$ cat config.mk
export PLATFORM = sky130hd
export DESIGN_NAME = control_sequencer
export DESIGN_NICKNAME = d
export VERILOG_FILES = /design/src/rtl/control_sequencer.sv
export SDC_FILE = /design/constraint.sdc
export NUM_CORES = 1
export LEC_CHECK = 0
export BUFFER_PORTS_ARGS = -buffer_cell sky130_fd_sc_hd__buf_2
export CELL_PAD_IN_SITES_DETAIL_PLACEMENT = 1
export CELL_PAD_IN_SITES_GLOBAL_PLACEMENT = 1
export CORE_ASPECT_RATIO = 1.25
export CORE_MARGIN = 4
export CORE_UTILIZATION = 24
export CTS_CLUSTER_DIAMETER = 100
export CTS_CLUSTER_SIZE = 20
export DETAILED_ROUTE_END_ITERATION = 8
export GPL_ROUTABILITY_DRIVEN = 1
export HOLD_SLACK_MARGIN = 0.1
export PLACE_DENSITY = 0.77
export SKIP_LAST_GASP = 1
export SYNTH_ARGS = -nofsm -noshare
export SYNTH_HDL_FRONTEND = slang
export SYNTH_SLANG_ARGS = --single-unit
$ cat constraint.sdc
create_clock -name clk -period 2.7 [get_ports clk]
set_input_delay 0.675 -clock clk [delete_from_list [all_inputs] [get_ports clk]]
set_output_delay 0.675 -clock clk [all_outputs]
set_load 0.005 [all_outputs]
$ cat src/rtl/control_sequencer.sv
// Hardwired multicycle control unit for the cpu_phase2 datapath.
// Steps through RESET/T0..T7/HALT and decodes IR[31:27] into per-cycle strobes.
module control_sequencer #(
  parameter logic [4:0] ALU_ADD = 5'b00011,
  parameter logic [4:0] ALU_SUB = 5'b00100,
  parameter logic [4:0] ALU_AND = 5'b00101,
  parameter logic [4:0] ALU_OR  = 5'b00110
) (
  input  logic        clk,
  input  logic        clr,
  input  logic [31:0] IR,
  input  logic        CON_FF,
  output logic        PCout, ZHighOut, ZLowOut, MDRout, HIout, LOout, Cout, BAout,
  output logic        MARin, Zin, PCin, MDRin, IRin, Yin, Rin, Rout, CONin,
  output logic        Gra, Grb, Grc,
  output logic        IncPC, MDRread, W_sig,
  output logic [4:0]  operation,
  output logic        Run
);
  typedef enum logic [3:0] {
    S_RESET = 4'd0, S_T0 = 4'd1, S_T1 = 4'd2, S_T2 = 4'd3, S_T3 = 4'd4,
    S_T4 = 4'd5, S_T5 = 4'd6, S_T6 = 4'd7, S_T7 = 4'd8, S_HALT = 4'd9
  } state_t;

  localparam logic [4:0] OP_LD = 5'b00000, OP_LDI = 5'b00001, OP_ST = 5'b00010,
                         OP_ADD = 5'b00011, OP_SUB = 5'b00100, OP_AND = 5'b00101,
                         OP_OR = 5'b00110, OP_BR = 5'b10011, OP_JR = 5'b10100,
                         OP_MFHI = 5'b11000, OP_MFLO = 5'b11001, OP_HALT = 5'b11011;

  state_t     state, nxt;
  logic [4:0] opc;
  logic       is_ld, is_ldi, is_st, is_alu, is_br, addr_calc;
  logic [4:0] alu_op;
  logic       unused_ir;

  assign opc       = IR[31:27];
  assign unused_ir = ^IR[26:0];
  assign is_ld     = (opc == OP_LD);
  assign is_ldi    = (opc == OP_LDI);
  assign is_st     = (opc == OP_ST);
  assign is_br     = (opc == OP_BR);
  assign is_alu    = (opc == OP_ADD) || (opc == OP_SUB) || (opc == OP_AND) || (opc == OP_OR);
  assign addr_calc = is_ld || is_ldi || is_st;

  always_comb begin
    case (opc)
      OP_SUB:  alu_op = ALU_SUB;
      OP_AND:  alu_op = ALU_AND;
      OP_OR:   alu_op = ALU_OR;
      default: alu_op = ALU_ADD;
    endcase
  end

  always_ff @(posedge clk or posedge clr) begin
    if (clr) state <= S_RESET;
    else     state <= nxt;
  end

  always_comb begin
    nxt = S_T0;
    case (state)
      S_RESET: nxt = S_T0;
      S_T0:    nxt = S_T1;
      S_T1:    nxt = S_T2;
      S_T2:    nxt = S_T3;
      S_T3: begin
        if (opc == OP_HALT)                      nxt = S_HALT;
        else if (addr_calc || is_alu || is_br)   nxt = S_T4;
      end
      S_T4:    nxt = S_T5;
      S_T5:    if (is_ld || is_st || is_br) nxt = S_T6;
      S_T6:    if (is_ld || is_st) nxt = S_T7;
      S_T7:    nxt = S_T0;
      S_HALT:  nxt = S_HALT;
      default: nxt = S_T0;  // unused encodings recover into fetch
    endcase
  end

  always_comb begin
    {PCout, ZHighOut, ZLowOut, MDRout, HIout, LOout, Cout, BAout} = '0;
    {MARin, Zin, PCin, MDRin, IRin, Yin, Rin, Rout, CONin}        = '0;
    {Gra, Grb, Grc, IncPC, MDRread, W_sig}                        = '0;
    operation = '0;
    Run       = 1'b0;
    case (state)
      S_T0: begin Run = 1'b1; PCout = 1'b1; MARin = 1'b1; IncPC = 1'b1; Zin = 1'b1; end
      S_T1: begin Run = 1'b1; ZLowOut = 1'b1; PCin = 1'b1; MDRread = 1'b1; MDRin = 1'b1; end
      S_T2: begin Run = 1'b1; MDRout = 1'b1; IRin = 1'b1; end
      S_T3: begin
        Run = 1'b1;
        case (opc)
          OP_LD, OP_LDI, OP_ST:        begin Grb = 1'b1; BAout = 1'b1; Yin = 1'b1; end
          OP_ADD, OP_SUB, OP_AND, OP_OR: begin Grb = 1'b1; Rout = 1'b1; Yin = 1'b1; end
          OP_BR:   begin Gra = 1'b1; Rout = 1'b1; CONin = 1'b1; end
          OP_JR:   begin Gra = 1'b1; Rout = 1'b1; PCin = 1'b1; end
          OP_MFHI: begin Gra = 1'b1; Rin = 1'b1; HIout = 1'b1; end
          OP_MFLO: begin Gra = 1'b1; Rin = 1'b1; LOout = 1'b1; end
          default: ;
        endcase
      end
      S_T4: begin
        Run = 1'b1;
        if (addr_calc)   begin Cout = 1'b1; operation = ALU_ADD; Zin = 1'b1; end
        else if (is_alu) begin Grc = 1'b1; Rout = 1'b1; operation = alu_op; Zin = 1'b1; end
        else if (is_br)  begin PCout = 1'b1; Yin = 1'b1; end
      end
      S_T5: begin
        Run = 1'b1;
        if (is_ld || is_st)        begin ZLowOut = 1'b1; MARin = 1'b1; end
        else if (is_ldi || is_alu) begin ZLowOut = 1'b1; Gra = 1'b1; Rin = 1'b1; end
        else if (is_br)            begin Cout = 1'b1; operation = ALU_ADD; Zin = 1'b1; end
      end
      S_T6: begin
        Run = 1'b1;
        if (is_ld)      begin MDRread = 1'b1; MDRin = 1'b1; end
        else if (is_st) begin Gra = 1'b1; Rout = 1'b1; MDRin = 1'b1; end
        else if (is_br) begin ZLowOut = 1'b1; PCin = CON_FF; end
      end
      S_T7: begin
        Run = 1'b1;
        if (is_ld)      begin MDRout = 1'b1; Gra = 1'b1; Rin = 1'b1; end
        else if (is_st) W_sig = 1'b1;
      end
      default: ;
    endcase
  end
endmodule
# == Yosys cells after proc, flatten, opt, wreduce, memory -nomap -nowiden ==
# Cells that the tools add are included.
# word_totals
reg_bits,4
input_bits,35
# op_classes
n_eq_ne,20
n_mux,65
n_reduce_logical,17
# ops
cell,n
2-to-1 mux 1 bit,40
one-hot mux 4 bit (8 select lines),1
equality test 5 bit (second input constant),5
equality test 4 x 3 -> 1 bit (second input constant),4
equality test 5 x 3 -> 1 bit (second input constant),3
one-hot mux 1 bit (3 select lines),5
one-hot mux 1 bit (2 select lines),7
equality test 5 x 2 -> 1 bit (second input constant),2
logical OR 1 bit,10
2-to-1 mux 5 bit,2
one-hot mux 5 bit (2 select lines),1
one-hot mux 3 bit (3 select lines),1
equality test 4 x 2 -> 1 bit (second input constant),2
equality test 4 bit (second input constant),2
2-to-1 mux 4 bit,2
OR reduction 8 bit,1
OR reduction 7 bit,1
2-to-1 mux 2 bit,3
2-to-1 mux 3 bit,2
OR reduction 6 bit,1
equality test 5 x 1 -> 1 bit (second input constant),1
logical NOT 5 bit,1
equality test 4 x 1 -> 1 bit (second input constant),1
one-hot mux 1 bit (4 select lines),1
other kinds (3),3

# == Longest topological paths before layout ==
# depth
depth_word,9
depth_mapped,6
mapped_depth_nobuf,4

# == Least setup slack after synthesis ==
# No wires, ideal clock.
# synth_path
path_type,input -> output
startpoint,input IR[30]
endpoint,output Gra
arrival_time_ns,1.766
path_slack_ns,0.259
cell_stages,5
n_path_buf,1
cell_sequence,buf_2 > or4_1 > nor3_1 > or3_1 > nand3b_1
# synth_via
elab_chain_cells,8
# synth_rtl
item,line_no,rtl
start: declaration,11,"input logic [31:0] IR,"
equality test 5 x 2 -> 1 bit / equality test 5 x 3 -> 1 bit (equally long branches),42,assign is_alu = (opc == OP_ADD) || (opc == OP_SUB) || (opc == OP_AND) || (opc == OP_OR);
logical OR 1 bit (3 in series),42,
logical OR 1 bit,110,else if (is_ldi || is_alu) begin ZLowOut = 1'b1; Gra = 1'b1; Rin = 1'b1; end
2-to-1 mux 1 bit,110,
2-to-1 mux 1 bit,109,if (is_ld || is_st) begin ZLowOut = 1'b1; MARin = 1'b1; end
one-hot mux 1 bit (4 select lines) (*),85,case (state)
end: declaration,15,"output logic Gra, Grb, Grc,"
# Every way passes the cells marked *; elsewhere a longest branch is shown, timed or not.

# == Worst setup path after layout ==
# layout_path
startpoint,input IR[27]
endpoint,output Gra
# The elaborated chain is that of the path after synthesis.

==> key figures <==
Pwr
  – PD cells: 662.1 nW/um^2
  – Total Power Consumption: 772.0 uW
  – Max rail drop VDD: 0.3041 mV
  – Lkg Pwr: 0.5608 nW

Critical path
  – Capturing element type of the critical path: output port
  – Cells traversed along the worst timing path: buf_2, or4_1, nor3_2, or3_1, nand3b_1, buf_2
  – Crit start category: input pin
  – Sum of buffers and inverters on the critical path: 2
  – Minimum setup slack among reg-to-reg paths: 1140 ps
  – WS Path Type: input pin to output port
  – Number of cells traversed by the worst register-to-register path: 4
  – Crit path top cell by count: buf_2
  – Reg-to-reg critical path endpoint: state[3]
  – Critical path startpoint: IR[27]
  – Peak fanout along the critical path: 4
  – Critical path required time: 2030 ps
  – Slowest-stage cell, CP: or4_1
  – Crit Reg-Reg Startpoint: state[3]
  – Kind of cell adding the most delay to the critical path: simple AND/OR/NAND/NOR gates
  – Data arrival time at the worst-slack endpoint: 1960 ps
  – Maximum cell stage delay along the critical path: 590 ps

STA
  – Number of endpoints with negative hold slack in the final report: 0
  – Max-slew violation count: 0
  – Min Hold Slack: 323.8 ps
  – Max Fclk: 379.3 MHz
  – Clock Skews: 2.231 ps
  – Tcrit/Tclk final: 0.9765
  – Setup total negative slack: 0 ps
  – Count of endpoints failing setup in the final report: 0
  – Unrepaired setup endpoints after global routing: true
  – Clock period minus worst slack: 2636 ps

Synth
  – Top cell type's share of synthesized area: 0.1258
  – Mean area per synthesized cell: 6.577 sq um
  – Synth Instances: 121
  – Netlist area before placement: 795.8 sq um
  – Post-synth top area cell: dfrtp_1
  – Yosys warns: 0
  – Leading cell type by number of instances after synthesis: nor2_1
  – Ranking of synthesized cells by area: dfrtp_1, nor2_1, a21oi_1, nor2b_1, a32o_1
  – Post-synth top flop: dfrtp_1
  – Share of synthesized flip-flops with an asynchronous set or reset: 1.000
  – Yosys reg bits: 4
  – Top cells by count, synth: nor2_1, a21oi_1, clkbuf_1
  – EDFF count, synth: 0
  – Sequential share of the synthesized area: 0.1258
  – Number of distinct library cells after synthesis: 41

Clocking
  – CTS Sinks: 4
  – CTS H-tree lvls: 1
  – Setup fix buffers added after clock tree synthesis: 0
  – TritonCTS clock tree: built
  – CTS clk-pin slew, worst paths: 40 ps
  – Number of CTS-inserted buffers: 3
  – Source-to-sink clock delay at the later pin of the worst-skew pair: 220 ps
  – Max Buffers Root-to-Sink: 2
  – Root Driver: clkbuf_8

Finish
  – Flip-flop count of the largest register after layout: 4
  – Regs by FF count: state (4)
  – Net count reported at finish: 203
  – Final standard cell utilization of the core: 0.3651
  – Register name with the most flops: state
  – Share of final-layout standard cells stronger than drive strength 1: 0.4157
  – N_diodes: 0
  – Final non-filler cell total: 203
  – Synth-to-Final Area Change: 46.54%

Place
  – Port Buffers: 33
  – Post-placement cell count: 200
  – Detailed placement HPWL: 2518 um
  – Routability congestion estimate from global placement: 0.9119

Floorplanning
  – Top-level I/O count: 64
  – Die area: 4307 sq um
  – Std-Cell Rows: 23
  – Area inside the core boundary: 3194 sq um
  – Initial core utilization: 0.2491
  – Die boundary height: 72.38 um
  – Overall die width: 59.50 um

Detailed routing
  – M1 wire length: 1297 um
  – Detailed-route wire length: 3080 um
  – DR iter-0 viols: 44
  – DR top layer: met4
  – Mean number of vias per cell: 5.320
  – Total number of vias: 1080
  – Routed Antenna Nets: 0
  – First-pass iteration count of the detailed router: 4
  – Wire length on met2: 1586 um
  – Wire length on met3: 126 um
  – Routed WL per cell: 15.17 um
  – DRC violation count after routing: 0

Job
  – Max_cap viols: 0

GRT
  – Tot GR Track Use: 0.1527
  – Largest net degree at the start of global routing: 15
  – Gr ovfl total: 0
  – Number of global-route vias before repair: 1133
  – Number of antenna violations at the first check in global routing: 0
  – Global-route wire length before repair: 5285 um

Status
  – Result of the run: finished clean

Worst hold path
  – Class of the tightest hold or removal check: input pin to asynchronous set/reset pin
power by group:
part           internal (mW)  total, mW  switching, mW
clock network         0.0956      0.132         0.0365
logic                  0.242      0.522          0.280
registers             0.0821      0.118         0.0360
total                  0.420      0.772          0.352
stage by stage:
step                      worst slack (ps)  area [sq um]
after floorplan                      258.8         803.3
after global placement               4.323          1102
after detailed placement            -31.75          1102
after CTS                            1.970          1149
after global routing                -23.96          1166
final                                63.52          1166
cell usage in the layout (no fill, tap or decap), drive strengths merged, types with 4 or more instances in the layout:
cell type,Yosys,routed
a21oi,7,7
o21ai,6,6
nor2,17,17
nor3,6,6
buf,9,56
nand2,6,6
nand3,4,4
dfrtp,4,4
nor2b,5,5
area by class of cell:
class / count / area [sq um]
Fill cell: 420 / 2028
Multi-Input combinational cell: 100 / 626.9
Timing Repair Buffer: 56 / 337.8
Sequential cell: 4 / 102.6
Tap cell: 37 / 46.29
Clock buffer: 3 / 41.29
Inverter: 3 / 11.26
how the worst max path moves through the flow:
| stage | endpoint | slack [ps] | cells past startpoint |
|---|---|---|---|
| 5_1_grt | Gra | -20 | 6 |
| 6_report | Gra | 60 | 6 |
| 4_1_cts | Gra | 2 | 7 |
| 3_5_place_dp | Gra | -30 | 6 |
| 2_1_floorplan | Gra | 260 | 5 |
| 3_3_place_gp | Gra | 4 | 6 |
kinds of logic after synthesis:
| family | share of synthesized area |
|---|---|
| AO/OA/AOI/OAI | 0.2594 |
| XOR/XNOR | 0.01101 |
| buffers and inverters | 0.1211 |
| flip-flops | 0.1258 |
| other | 0.004712 |
| AND/OR/NAND/NOR | 0.4780 |
worst register-to-register path, cell delays in order, from the launching register on:
cell and delay, ps:
dfrtp_2 470, or4b_4 570, nor2_1 140, nand3_1 130, o21ai_0 160
routing by layer:
metal,vias up,GRT usage
li1,524,-
met1,517,0.1904
met2,31,0.2649
met3,8,0.01068
met4,0,0.06404
met5,-,0
timing repair:
action	4_1_cts	5_1_grt
pin swaps	0	0
hold buffers	0	0
endpoints found under the setup margin	2	3
resized for setup	1	4
Note: power is estimated with default switching activity, not from simulation.
